$ cat src/rtl/jesd204_rx_gearbox_params.vh
// Derived constants shared by the gearbox top; included inside the module body after the parameters.
localparam int ACC_BYTES = OUT_DATA_PATH_WIDTH + IN_DATA_PATH_WIDTH - 1;
localparam int CNT_W     = $clog2(ACC_BYTES + 1);
localparam int D_LOG2    = $clog2(DEPTH);
localparam int MEM_W     = NUM_LANES * OUT_DATA_PATH_WIDTH * 8;

$ cat src/rtl/jesd204_rx_gearbox_pkg.sv
// Shared helpers for the JESD204 RX gearbox slice.
package jesd204_rx_gearbox_pkg;

    // Bit offset of byte idx within lane-major data where each lane holds lane_bytes bytes.
    function automatic int byte_lsb(input int lane, input int lane_bytes, input int idx);
        return (lane * lane_bytes + idx) * 8;
    endfunction

endpackage

$ cat src/rtl/jesd204_rx_gearbox_fifo.sv
// Word FIFO for the RX gearbox; JESD204_RX_GEARBOX_OREG_EN adds a prefetch output register.
module jesd204_rx_gearbox_fifo
    import jesd204_rx_gearbox_pkg::*;
#(
    parameter int MEM_W  = 48,
    parameter int DEPTH  = 4,
    parameter int D_LOG2 = 2
) (
    input  logic             clk,
    input  logic             reset,
    input  logic             push,
    input  logic [MEM_W-1:0] wr_data,
    input  logic             pop,
    output logic [MEM_W-1:0] rd_data,
    output logic             rd_valid,
    output logic             full
);

    logic [MEM_W-1:0] mem [DEPTH];
    logic [D_LOG2:0]  wr_ptr_reg;
    logic [D_LOG2:0]  rd_ptr_reg;
    logic             mem_empty;
    logic             mem_full;
    logic             mem_rd;
    logic             mem_wr;

    assign mem_empty = (wr_ptr_reg == rd_ptr_reg);
    assign mem_full  = (wr_ptr_reg[D_LOG2] != rd_ptr_reg[D_LOG2]) &&
                       (wr_ptr_reg[D_LOG2-1:0] == rd_ptr_reg[D_LOG2-1:0]);

`ifdef JESD204_RX_GEARBOX_OREG_EN
    logic             oreg_valid_reg;
    logic [MEM_W-1:0] oreg_data_reg;

    // Refill the output register whenever it is empty or being drained this cycle.
    assign mem_rd = !mem_empty && (!oreg_valid_reg || pop);

    always_ff @(posedge clk) begin
        if (reset) begin
            oreg_valid_reg <= 1'b0;
            oreg_data_reg  <= '0;
        end else if (mem_rd) begin
            oreg_valid_reg <= 1'b1;
            oreg_data_reg  <= mem[rd_ptr_reg[D_LOG2-1:0]];
        end else if (pop) begin
            oreg_valid_reg <= 1'b0;
        end
    end

    assign rd_valid = oreg_valid_reg;
    assign rd_data  = oreg_data_reg;
`else
    assign mem_rd   = pop && !mem_empty;
    assign rd_valid = !mem_empty;
    assign rd_data  = mem_empty ? '0 : mem[rd_ptr_reg[D_LOG2-1:0]];
`endif

    // A full FIFO still takes a word when a slot frees up in the same cycle.
    assign full   = mem_full && !mem_rd;
    assign mem_wr = push && !full;

    always_ff @(posedge clk) begin
        if (reset) begin
            wr_ptr_reg <= '0;
            rd_ptr_reg <= '0;
        end else begin
            if (mem_wr)
                wr_ptr_reg <= wr_ptr_reg + 1'b1;
            if (mem_rd)
                rd_ptr_reg <= rd_ptr_reg + 1'b1;
        end
    end

    always_ff @(posedge clk) begin
        if (mem_wr)
            mem[wr_ptr_reg[D_LOG2-1:0]] <= wr_data;
    end

endmodule

$ cat src/rtl/jesd204_rx_gearbox.sv
// JESD204 RX gearbox: packs IN-byte lane beats into OUT-byte words and queues them.
// Optional JESD204_RX_GEARBOX_OREG_EN registers the FIFO output (one extra cycle of latency).
module jesd204_rx_gearbox
    import jesd204_rx_gearbox_pkg::*;
#(
    parameter int IN_DATA_PATH_WIDTH  = 4,
    parameter int OUT_DATA_PATH_WIDTH = 6,
    parameter int NUM_LANES           = 1,
    parameter int DEPTH               = 4
) (
    input  logic                                     clk,
    input  logic                                     reset,
    input  logic [NUM_LANES*IN_DATA_PATH_WIDTH*8-1:0]  in_data,
    input  logic                                     in_valid,
    input  logic                                     in_align,
    output logic [NUM_LANES*OUT_DATA_PATH_WIDTH*8-1:0] out_data,
    output logic                                     out_valid,
    input  logic                                     out_ready,
    output logic                                     overflow
);

`include "jesd204_rx_gearbox_params.vh"

    logic [CNT_W-1:0] cnt_reg;
    logic [CNT_W-1:0] base;
    logic [CNT_W-1:0] total;
    logic [CNT_W-1:0] cnt_next;
    logic             word_done;
    logic             fifo_full;
    logic             pop;
    logic             overflow_reg;
    logic [MEM_W-1:0] push_data;

    // An aligned beat restarts the packing period at byte 0.
    always_comb begin
        base      = in_align ? '0 : cnt_reg;
        total     = base + CNT_W'(IN_DATA_PATH_WIDTH);
        word_done = in_valid && (total >= CNT_W'(OUT_DATA_PATH_WIDTH));
        cnt_next  = word_done ? total - CNT_W'(OUT_DATA_PATH_WIDTH) : total;
    end

    assign pop = out_valid && out_ready;

    always_ff @(posedge clk) begin
        if (reset) begin
            cnt_reg      <= '0;
            overflow_reg <= 1'b0;
        end else begin
            if (in_valid)
                cnt_reg <= cnt_next;
            if (word_done && fifo_full)
                overflow_reg <= 1'b1;
        end
    end

    assign overflow = overflow_reg;

    genvar gi;
    generate
        for (gi = 0; gi < NUM_LANES; gi++) begin : g_lane
            logic [ACC_BYTES*8-1:0] acc_reg;
            logic [ACC_BYTES*8-1:0] merged;

            always_comb begin
                merged = in_align ? '0 : acc_reg;
                for (int k = 0; k < IN_DATA_PATH_WIDTH; k++)
                    merged[(int'(base) + k)*8 +: 8] = in_data[byte_lsb(gi, IN_DATA_PATH_WIDTH, k) +: 8];
            end

            always_ff @(posedge clk) begin
                if (reset)
                    acc_reg <= '0;
                else if (in_valid)
                    acc_reg <= word_done ? (merged >> (OUT_DATA_PATH_WIDTH*8)) : merged;
            end

            assign push_data[byte_lsb(gi, OUT_DATA_PATH_WIDTH, 0) +: OUT_DATA_PATH_WIDTH*8] =
                merged[OUT_DATA_PATH_WIDTH*8-1:0];
        end
    endgenerate

    jesd204_rx_gearbox_fifo #(
        .MEM_W  (MEM_W),
        .DEPTH  (DEPTH),
        .D_LOG2 (D_LOG2)
    ) u_fifo (
        .clk      (clk),
        .reset    (reset),
        .push     (word_done),
        .wr_data  (push_data),
        .pop      (pop),
        .rd_data  (out_data),
        .rd_valid (out_valid),
        .full     (fifo_full)
    );

endmodule
$ cat config.mk
export PLATFORM = sky130hd
export DESIGN_NAME = jesd204_rx_gearbox
export DESIGN_NICKNAME = d
export VERILOG_FILES = /design/src/rtl/jesd204_rx_gearbox_pkg.sv /design/src/rtl/jesd204_rx_gearbox_fifo.sv /design/src/rtl/jesd204_rx_gearbox.sv
export VERILOG_INCLUDE_DIRS = /design/src /design/src/rtl
export SDC_FILE = /design/constraint.sdc
export NUM_CORES = 1
export LEC_CHECK = 0
export BUFFER_PORTS_ARGS = -buffer_cell sky130_fd_sc_hd__buf_2
export CAP_MARGIN = 10
export CORE_MARGIN = 2
export CORE_UTILIZATION = 45
export CTS_CLUSTER_DIAMETER = 120
export CTS_CLUSTER_SIZE = 40
export DETAILED_ROUTE_END_ITERATION = 12
export MAX_ROUTING_LAYER = met4
export PLACE_DENSITY = 0.67
export SLEW_MARGIN = 20
export SYNTH_ARGS = -nofsm -noshare
export SYNTH_HDL_FRONTEND = slang
export SYNTH_SLANG_ARGS = --single-unit
$ cat constraint.sdc
create_clock -name clk -period 7.33 [get_ports clk]
set_input_delay 0.733 -clock clk [delete_from_list [all_inputs] [get_ports clk]]
set_output_delay 0.733 -clock clk [all_outputs]
set_load 0.02 [all_outputs]
==> results by group, run 1 <==
Setup path
  – Arrival time at the worst endpoint: 5.67 ns
  – Crit-path leading delay family: simple AND/OR/NAND/NOR gates
  – Slowest stage delay, CP: 0.90 ns
  – CP cell instances: buf_2 > inv_2 > buf_4 > nand2_2 > inv_2 > ha_1 > buf_4 > nor2_1 > o211a_1 > ha_1 > and4bb_2 > nand2_1 > nor3_1 > a221oi_1 > o31ai_1 > a221oi_1 > nor2_1
  – Reg2Reg Depth: 14
  – Crit path buf inv count: 5
  – Stages on worst setup path: 17
  – CP Class: in -> reg
  – CP max FO: 50
  – Worst Path Required: 7.79 ns
  – CP endpoint kind: flop
  – Max stage delay cell, worst path: nor3_1
  – Reg2reg setup slack: 2.33 ns
  – Startpoint types: input pin

CTS
  – Post-CTS setup buffer count: 0
  – CTS resizes: 0
  – Clk buf depth: 3
  – Clk root buf: clkbuf_16
  – Worst-path clk slew: 0.14 ns
  – CTS hold repair buffers: 0
  – Clk sinks: 277
  – H-tree levels: 1
  – Cts bufs inserted: 11
  – Later-pin clock latency in the skew report: 0.52 ns
  – TritonCTS clock tree: yes

Yosys
  – Synth area leaders: edfxtp_1 (38%), dfxtp_1 (11%), mux4_2 (7.1%)
  – Largest family of logic cells by synthesized area: compound AO/OA/AOI/OAI gates
  – Synth Area in Adders: 0.01886
  – Sequential share of the synthesized area: 0.4895
  – Yosys cell types: 77
  – Net count after synthesis: 1527
  – Mapped Avg Cell Area: 10.40 µm²
  – Most frequent cells after synthesis: edfxtp_1 (192), nand2_1 (163), a21oi_1 (112)
  – Async SR Flop Fraction: 0
  – Simple-gate portion of the synthesized area: 0.1635
  – Synth area leader: edfxtp_1
  – Synth Instances: 1467
  – Synth Area in XOR/XNOR: 0.01066
  – Dominant cell by count in the synthesized netlist: edfxtp_1
  – Mapped Area: 15260 µm²
  – Top_reg_cell synth: edfxtp_1
  – Synth Area in Compound Gates: 0.1766
  – Synthesis Warnings: 0
  – Post-synthesis mux area share: 0.09596
  – Post-synth EDFFs: 192
  – Post-synthesis register bit count: 277
  – Synth top area share: 0.3779

Min path
  – Hold Crit Class: reg -> reg
  – Hold Path Depth: 2

Drt
  – DR vias/cell: 6.474
  – DRT Pass-1 Iters: 8
  – DR WL/cell: 26.72 µm
  – Routed Antenna Nets: 0
  – Final WL: 51130 µm
  – DRC viols: 0
  – Vias: 12392
  – Iter 0 DRT Violations: 1508

Layout
  – Share of layout cells above drive strength 1: 0.1461
  – Fin util: 0.4863
  – Final net count: 1521
  – Area growth syn-to-layout: 6.610%
  – Fillers: 3090
  – Max reg flops: 192
  – Layout Cells excl Fill: 1914

Die
  – Die ar.: 35390 µm²
  – Site Rows: 67
  – Ports: 87
  – Die height: 188.1 µm
  – Initial Util: 0.4561
  – Core Area: 33450 µm²
  – Chip width: 188.1 µm

Global route
  – Largest net degree at the start of global routing: 51
  – M3 GR Usage: 0.06382
  – Grt ovf: 0
  – Global-route wire length before repair: 76670 µm
  – Total Routing Usage GR: 0.2976
  – Top Usage Layer GRT: met2
  – GR Util met1: 0.3899
  – Number of global-route vias before repair: 11862
  – Initial antenna violation count: 2
  – Met2 GRT Util: 0.4415

Outcome
  – Status: complete, no violations

Timing
  – Max-slew headroom: 0.2510
  – RSZ-0062 raised after global routing: no
  – Setup TNS: 0 ns
  – Final hold vios: 0
  – Fin worst setup slack: 2.112 ns
  – Min Clock Period, post-route: 5.218 ns
  – Final Max Slew Viols: 0
  – Final period util: 0.7119
  – Worst-Margin Slew: 1.121 ns
  – Final Skew: 0.05269 ns
  – Fmax: 0.1916 GHz
  – Final setup viols: 0

Placed design
  – Final HPWL DP: 33930 µm
  – Dpl ws: 1.771 ns
  – Routability cong.: 1.000
  – PortBufs: 86
  – Dpl cells: 1896

Power
  – Pwr Density: 199.7 nW/µm²
  – Peak VDD IR: 0.1557 mV
  – Pleak: 5.662 nW

Job
  – Number of max-cap violations: 0
-- power breakdown --
| part | switching [W] | internal [W] |
|---|---|---|
| clock | 0.000492 | 0.000296 |
| sequential | 0.0000238 | 0.00174 |
| combinational | 0.000459 | 0.000233 |
| total | 0.000975 | 0.00227 |
-- final cells by class --
| type | count | area, µm² | area share |
|---|---|---|---|
| timing repair buffer | 115 | 651.9 | 0.04008 |
| clock inverter | 2 | 46.29 | 0.002846 |
| multi-input combinational | 1027 | 7129 | 0.4383 |
| clock buffer | 15 | 290.3 | 0.01785 |
| antenna | 1 | 2.502 | 0.0001539 |
| tap | 448 | 560.5 | 0.03446 |
| inverter | 29 | 111.4 | 0.006847 |
| sequential | 277 | 7472 | 0.4594 |
-- per-stage QoR --
step	hold WS, ns	power [W]	area (µm²)
finish	0.4634	0.003249	16260
global route	0.4779	0.003362	16260
CTS	0.4678	0.003257	16260
detailed placement	0.4373	0.002491	15920
global placement	0.4316	0.002482	15920
floorplan	0.4168	0.002250	15260
-- cells in the final DEF (no fill, tap or decap), types with 16 or more instances in the layout --
cell        n
and3_1     32
a221oi_1   20
ha_1       23
a21oi_1   112
o211ai_1   16
buf_2      86
nor2b_1    65
a31oi_1    28
nand2_1   163
mux4_2     48
o21ai_0    69
buf_4      28
mux2i_1    34
nor2_1    102
nand3_1    57
edfxtp_1  192
a22oi_1    37
inv_1      26
dfxtp_1    83
-- path summary, 6_finish.rpt --
path | endpoint | startpoint
hold reg to reg | g_lane[0].acc_reg[70] | g_lane[0].acc_reg[70]
hold / removal | g_lane[0].acc_reg[70] | g_lane[0].acc_reg[70]
setup / recovery | g_lane[0].acc_reg[12] | in_align
setup reg to reg | g_lane[0].acc_reg[12] | cnt_reg[2]
-- worst register-to-register path, delay by kind of cell (launching register included) --
kind,cells,cell delay (ns)
XOR/XNOR,1,0.28
flip-flops,1,0.71
AO/OA/AOI/OAI,4,0.98
buffers and inverters,1,0.31
adder cells (fa/ha/maj),2,0.69
AND/OR/NAND/NOR,6,2.02
-- kinds of logic (layout without fill, tap and decap cells) --
kind of cell,Yosys count,count (layout)
and+or+nand+nor,503,503
AOI/OAI and AO/OA,399,399
DFF,277,277
buffers and inverters,163,161
muxes,85,85
adders and majority gates,23,23
xor gates and xnor gates,17,17
other,0,1
-- metal layers --
layer,wire [µm],up-vias
li1,-,5478
met1,20600,6036
met2,22450,708
met3,5237,170
met4,2843,0
met5,0,-
No activity file was read; power rests on OpenSTA's default activity.
==> inputs of run 2 (changes only) <==
--- a/config.mk
+++ b/config.mk
@@ -14,7 +14,7 @@
 export CTS_CLUSTER_SIZE = 40
 export DETAILED_ROUTE_END_ITERATION = 12
 export MAX_ROUTING_LAYER = met4
-export PLACE_DENSITY = 0.67
+export PLACE_DENSITY = 0.69
 export SLEW_MARGIN = 20
 export SYNTH_ARGS = -nofsm -noshare
 export SYNTH_HDL_FRONTEND = slang
==> constraint.sdc (replaced) <==
create_clock -name clk -period 4.24 [get_ports clk]
set_input_delay 0.424 -clock clk [delete_from_list [all_inputs] [get_ports clk]]
set_output_delay 0.424 -clock clk [all_outputs]
set_load 0.02 [all_outputs]
==> results by group, run 2 (same netlist as run 1, synthesis figures left out) <==
Setup path
  – CP max FO: 16
  – Startpoint types: flop
  – CP cell instances: nor2b_1 > ha_1 > nand2_1 > xor2_1 > o211a_1 > ha_1 > and3b_1 > and4b_1 > o2111ai_1 > buf_4 > a21oi_1 > a21oi_1 > mux2i_1 > o21ai_0 > o2111a_1
  – Max stage delay cell, worst path: o21ai_0
  – CP endpoint kind: flop
  – Arrival time at the worst endpoint: 4.32 ns
  – CP Class: reg -> reg
  – Reg2reg setup slack: 0.39 ns
  – Slowest stage delay, CP: 0.54 ns
  – Worst Path Required: 4.70 ns

Timing
  – Final setup viols: 0
  – RSZ-0062 raised after global routing: no
  – Final Max Slew Viols: 0
  – Final period util: 0.9085
  – Final Skew: 0.05046 ns
  – WHS: 0.2647 ns
  – Final hold vios: 0
  – Setup TNS: 0 ns
  – Max-slew headroom: 0.3582
  – Worst-Margin Slew: 0.9604 ns
  – Fmax: 0.2596 GHz
  – Fin worst setup slack: 0.3879 ns
  – Min Clock Period, post-route: 3.852 ns

Placed design
  – PortBufs: 86
  – Final HPWL DP: 34100 µm
  – Routability cong.: 1.025
  – Dpl ws: 0.2312 ns

Global route
  – Initial antenna violation count: 2
  – Largest net degree at the start of global routing: 50
  – Grt ovf: 0
  – Number of global-route vias before repair: 11822
  – Total Routing Usage GR: 0.2954
  – Global-route wire length before repair: 76450 µm

CTS
  – Clk buf depth: 3
  – H-tree levels: 1
  – Cts bufs inserted: 11
  – Post-CTS setup buffer count: 0
  – Clk sinks: 277
  – CTS hold repair buffers: 0
  – Later-pin clock latency in the skew report: 0.53 ns
  – Clk root buf: clkbuf_16
  – Worst-path clk slew: 0.13 ns
  – TritonCTS clock tree: yes
  – CTS resizes: 0

Die
  – Chip width: 188.1 µm
  – Ports: 87
  – Core Area: 33450 µm²
  – Die ar.: 35390 µm²
  – Die height: 188.1 µm
  – Site Rows: 67
  – Initial Util: 0.4561

Layout
  – Commonest cells after routing, fill and taps aside: edfxtp_1 (192), nand2_1 (163), a21oi_1 (112)
  – Share of layout cells above drive strength 1: 0.1659
  – Area growth syn-to-layout: 8.636%
  – Number of diodes: 0
  – Fillers: 3040
  – Commonest non-fill, non-tap cell in the layout: edfxtp_1
  – Max reg flops: 192
  – Final net count: 1557
  – Fin util: 0.4955
  – Register Area: 7472 µm²
  – Area of the multi-input gates: 7124 µm²

Min path
  – Hold Crit Class: in -> reg

Power
  – Peak VDD IR: 0.2408 mV
  – Pleak: 5.850 nW
  – Total chip power: 0.005670 W
  – Pwr Density: 342.1 nW/µm²

Drt
  – Final WL: 51340 µm
  – DRT Pass-1 Iters: 6
  – DR WL/cell: 26.34 µm
  – DRC viols: 0
  – Iter 0 DRT Violations: 1667
  – Vias: 12599
  – Routed Antenna Nets: 0
  – DR vias/cell: 6.464

Job
  – Number of max-cap violations: 0

Outcome
  – Status: complete, no violations
run 2: cell count changes in the layout (fill, tap and decap cells not counted):
cell / previous run / this run
nor2_2: 1 / 0
nor2_1: 102 / 103
diode_2: 1 / 0
buf_4: 28 / 61
and2_2: 2 / 4
and2_4: 2 / 0
buf_12: 0 / 4
buf_6: 1 / 0
run 2: area by class of cell:
type | instances | area share
clock buffer | 15 | 0.01751
clock inverter | 2 | 0.002793
inverter | 29 | 0.006719
multi-input combinational | 1027 | 0.4299
sequential | 277 | 0.4509
tap | 448 | 0.03382
timing repair buffer | 151 | 0.05843
run 2: power breakdown:
group	total, W	switching (W)	internal [W]
Clock	0.00137	0.000861	0.000512
Combinational	0.00122	0.000790	0.000430
Sequential	0.00308	0.0000618	0.00302
run 2: final timing paths:
path / start / to / cells past startpoint
worst min register to register: g_lane[0].acc_reg[49] / g_lane[0].acc_reg[49] / 2
worst max-delay path: cnt_reg[2] / g_lane[0].acc_reg[3] / 15
worst min-delay path: in_data[28] / g_lane[0].acc_reg[28] / 3
worst max register to register: cnt_reg[2] / g_lane[0].acc_reg[3] / 15
run 2: stage by stage:
| step | area, µm² | instances |
|---|---|---|
| detailed placement | 16240 | 1932 |
| global route | 16570 | 1949 |
| finish | 16570 | 1949 |
| global placement | 16240 | 1932 |
| CTS | 16570 | 1949 |
| floorplan | 15260 | 1467 |
run 2: routing by layer:
layer | global-route usage | vias up | wire length, µm
li1 | - | 5558 | -
met4 | 0.1281 | 0 | 2516
met3 | 0.04192 | 169 | 5292
met2 | 0.4466 | 745 | 22960
met1 | 0.3980 | 6127 | 20570
met5 | - | - | 0
run 2: critical path, delay by kind of cell (launching register included):
kind	cells	cell delay [ns]
adders and majority gates	2	0.67
muxes	1	0.08
xor gates and xnor gates	1	0.20
buffers and inverters	1	0.29
and+or+nand+nor	4	0.79
AOI/OAI and AO/OA	6	1.42
DFF	1	0.35
==> inputs of run 3 (changes only) <==
--- a/config.mk
+++ b/config.mk
@@ -8,6 +8,7 @@
 export LEC_CHECK = 0
 export BUFFER_PORTS_ARGS = -buffer_cell sky130_fd_sc_hd__buf_2
 export CAP_MARGIN = 10
+export CORE_ASPECT_RATIO = 0.7
 export CORE_MARGIN = 2
 export CORE_UTILIZATION = 45
 export CTS_CLUSTER_DIAMETER = 120
==> results by group, run 3 (same netlist as run 1, synthesis figures left out) <==
Die
  – Site Rows: 56
  – Chip width: 224.1 µm
  – Ports: 87
  – Core Area: 33420 µm²
  – Die height: 158.1 µm
  – Initial Util: 0.4565
  – Die ar.: 35410 µm²

Timing
  – Final Max Slew Viols: 0
  – Worst-Margin Slew: 1.014 ns
  – Setup TNS: 0 ns
  – RSZ-0062 raised after global routing: no
  – Final Skew: 0.04455 ns
  – Final period util: 0.9409
  – Final hold vios: 0
  – Max-slew headroom: 0.3225
  – Min Clock Period, post-route: 3.989 ns
  – Fmax: 0.2507 GHz
  – Final setup viols: 0

CTS
  – Clk buf depth: 3
  – Cts bufs inserted: 11
  – TritonCTS clock tree: yes
  – H-tree levels: 1
  – Later-pin clock latency in the skew report: 0.52 ns
  – Clk sinks: 277
  – Worst-path clk slew: 0.14 ns
  – Clk root buf: clkbuf_16

Setup path
  – CP endpoint kind: flop
  – CP max FO: 16
  – Max stage delay cell, worst path: dfxtp_1
  – Slowest stage delay, CP: 0.61 ns
  – Arrival time at the worst endpoint: 4.45 ns
  – Startpoint types: flop
  – Worst Path Required: 4.70 ns
  – CP cell instances: nand2_1 > inv_1 > ha_1 > nand2_1 > xor2_1 > o211a_1 > ha_1 > and3b_1 > and4b_1 > o2111ai_1 > buf_4 > a21oi_1 > a21oi_1 > mux2i_1 > o21ai_0 > o211a_1
  – CP Class: reg -> reg

Global route
  – Grt ovf: 0
  – Largest net degree at the start of global routing: 50
  – Global-route wire length before repair: 79260 µm
  – Total Routing Usage GR: 0.3121
  – Number of global-route vias before repair: 12126
  – Initial antenna violation count: 2

Drt
  – DRT Pass-1 Iters: 6
  – Iter 0 DRT Violations: 1732
  – Final WL: 53710 µm
  – DR vias/cell: 6.585
  – Routed Antenna Nets: 0
  – DR WL/cell: 27.57 µm
  – DRC viols: 0
  – Vias: 12827

Power
  – Peak VDD IR: 0.3472 mV
  – Pwr Density: 342.4 nW/µm²
  – Pleak: 5.933 nW

Layout
  – Area growth syn-to-layout: 9.694%
  – Fin util: 0.5007
  – Number of diodes: 0
  – Fillers: 3012
  – Final net count: 1569
  – Share of layout cells above drive strength 1: 0.1751
  – Max reg flops: 192
  – Commonest non-fill, non-tap cell in the layout: edfxtp_1
  – Commonest cells after routing, fill and taps aside: edfxtp_1 (192), nand2_1 (162), a21oi_1 (112)

Placed design
  – Final HPWL DP: 37160 µm
  – Routability cong.: 1.002
  – PortBufs: 86

Min path
  – Hold Crit Class: in -> reg

Outcome
  – Status: complete, no violations

Job
  – Number of max-cap violations: 0
[run 3: changes by cell type in the layout (fill, tap and decap cells not counted), moves of 2 or more]
cell / before / now
and2_1: 15 / 13
and2_2: 4 / 6
buf_4: 61 / 68
buf_12: 4 / 9
[run 3: area by class of cell]
cell class	count	area [µm²]	share of cell area
sequential	277	7475	0.4467
multi-input combinational	1027	7137	0.4265
timing repair buffer	163	1121	0.06699
inverter	29	111.4	0.006654
clock buffer	15	300.3	0.01794
clock inverter	2	46.29	0.002766
tap	435	544.3	0.03252
[run 3: layer usage]
layer	wire [µm]	up-vias	GRT usage
li1	-	5572	-
met1	23110	6308	0.4486
met2	22300	808	0.4411
met3	6455	139	0.06756
met4	1840	0	0.09333
met5	0	-	-
[run 3: final timing paths]
kind	startpoint	slack [ns]	cells after the start	end
max	cnt_reg[1]	0.25	16	g_lane[0].acc_reg[6]
min	in_data[28]	0.27	3	g_lane[0].acc_reg[28]
max reg2reg	cnt_reg[1]	0.25	16	g_lane[0].acc_reg[6]
min reg2reg	g_lane[0].acc_reg[55]	0.47	2	g_lane[0].acc_reg[55]
[run 3: timing repair]
action,CTS,global route
resized for setup,0,4
hold buffers,0,0
setup buffers,0,0
endpoints found under the setup margin,0,16
[run 3: power breakdown]
| part | internal (W) | switching [W] | total, W |
|---|---|---|---|
| Combinational | 0.000447 | 0.000811 | 0.00126 |
| Sequential | 0.00301 | 0.0000639 | 0.00308 |
| Clock | 0.000530 | 0.000864 | 0.00139 |
[run 3: metrics by stage]
stage               std cells  hold WS, ns  total power (W)  setup WS [ns]  area [µm²]
floorplan                1467       0.4168         0.003890         0.4242       15260
global placement         1931       0.4294         0.004357         0.1910       16380
detailed placement       1931       0.4429         0.004372         0.1742       16380
CTS                      1948       0.2520         0.005739         0.2800       16720
global route             1948       0.2346         0.005931        0.01190       16730
finish                   1948       0.2717         0.005730         0.2506       16730
[run 3: worst max-delay path: cells and delay by family (launching register included)]
kind | cells | cell delay (ns)
buf+inv | 2 | 0.36
flops | 1 | 0.61
fa+ha+maj | 2 | 0.64
xor+xnor | 1 | 0.21
mux | 1 | 0.07
compound gates | 6 | 1.29
simple gates | 4 | 0.73
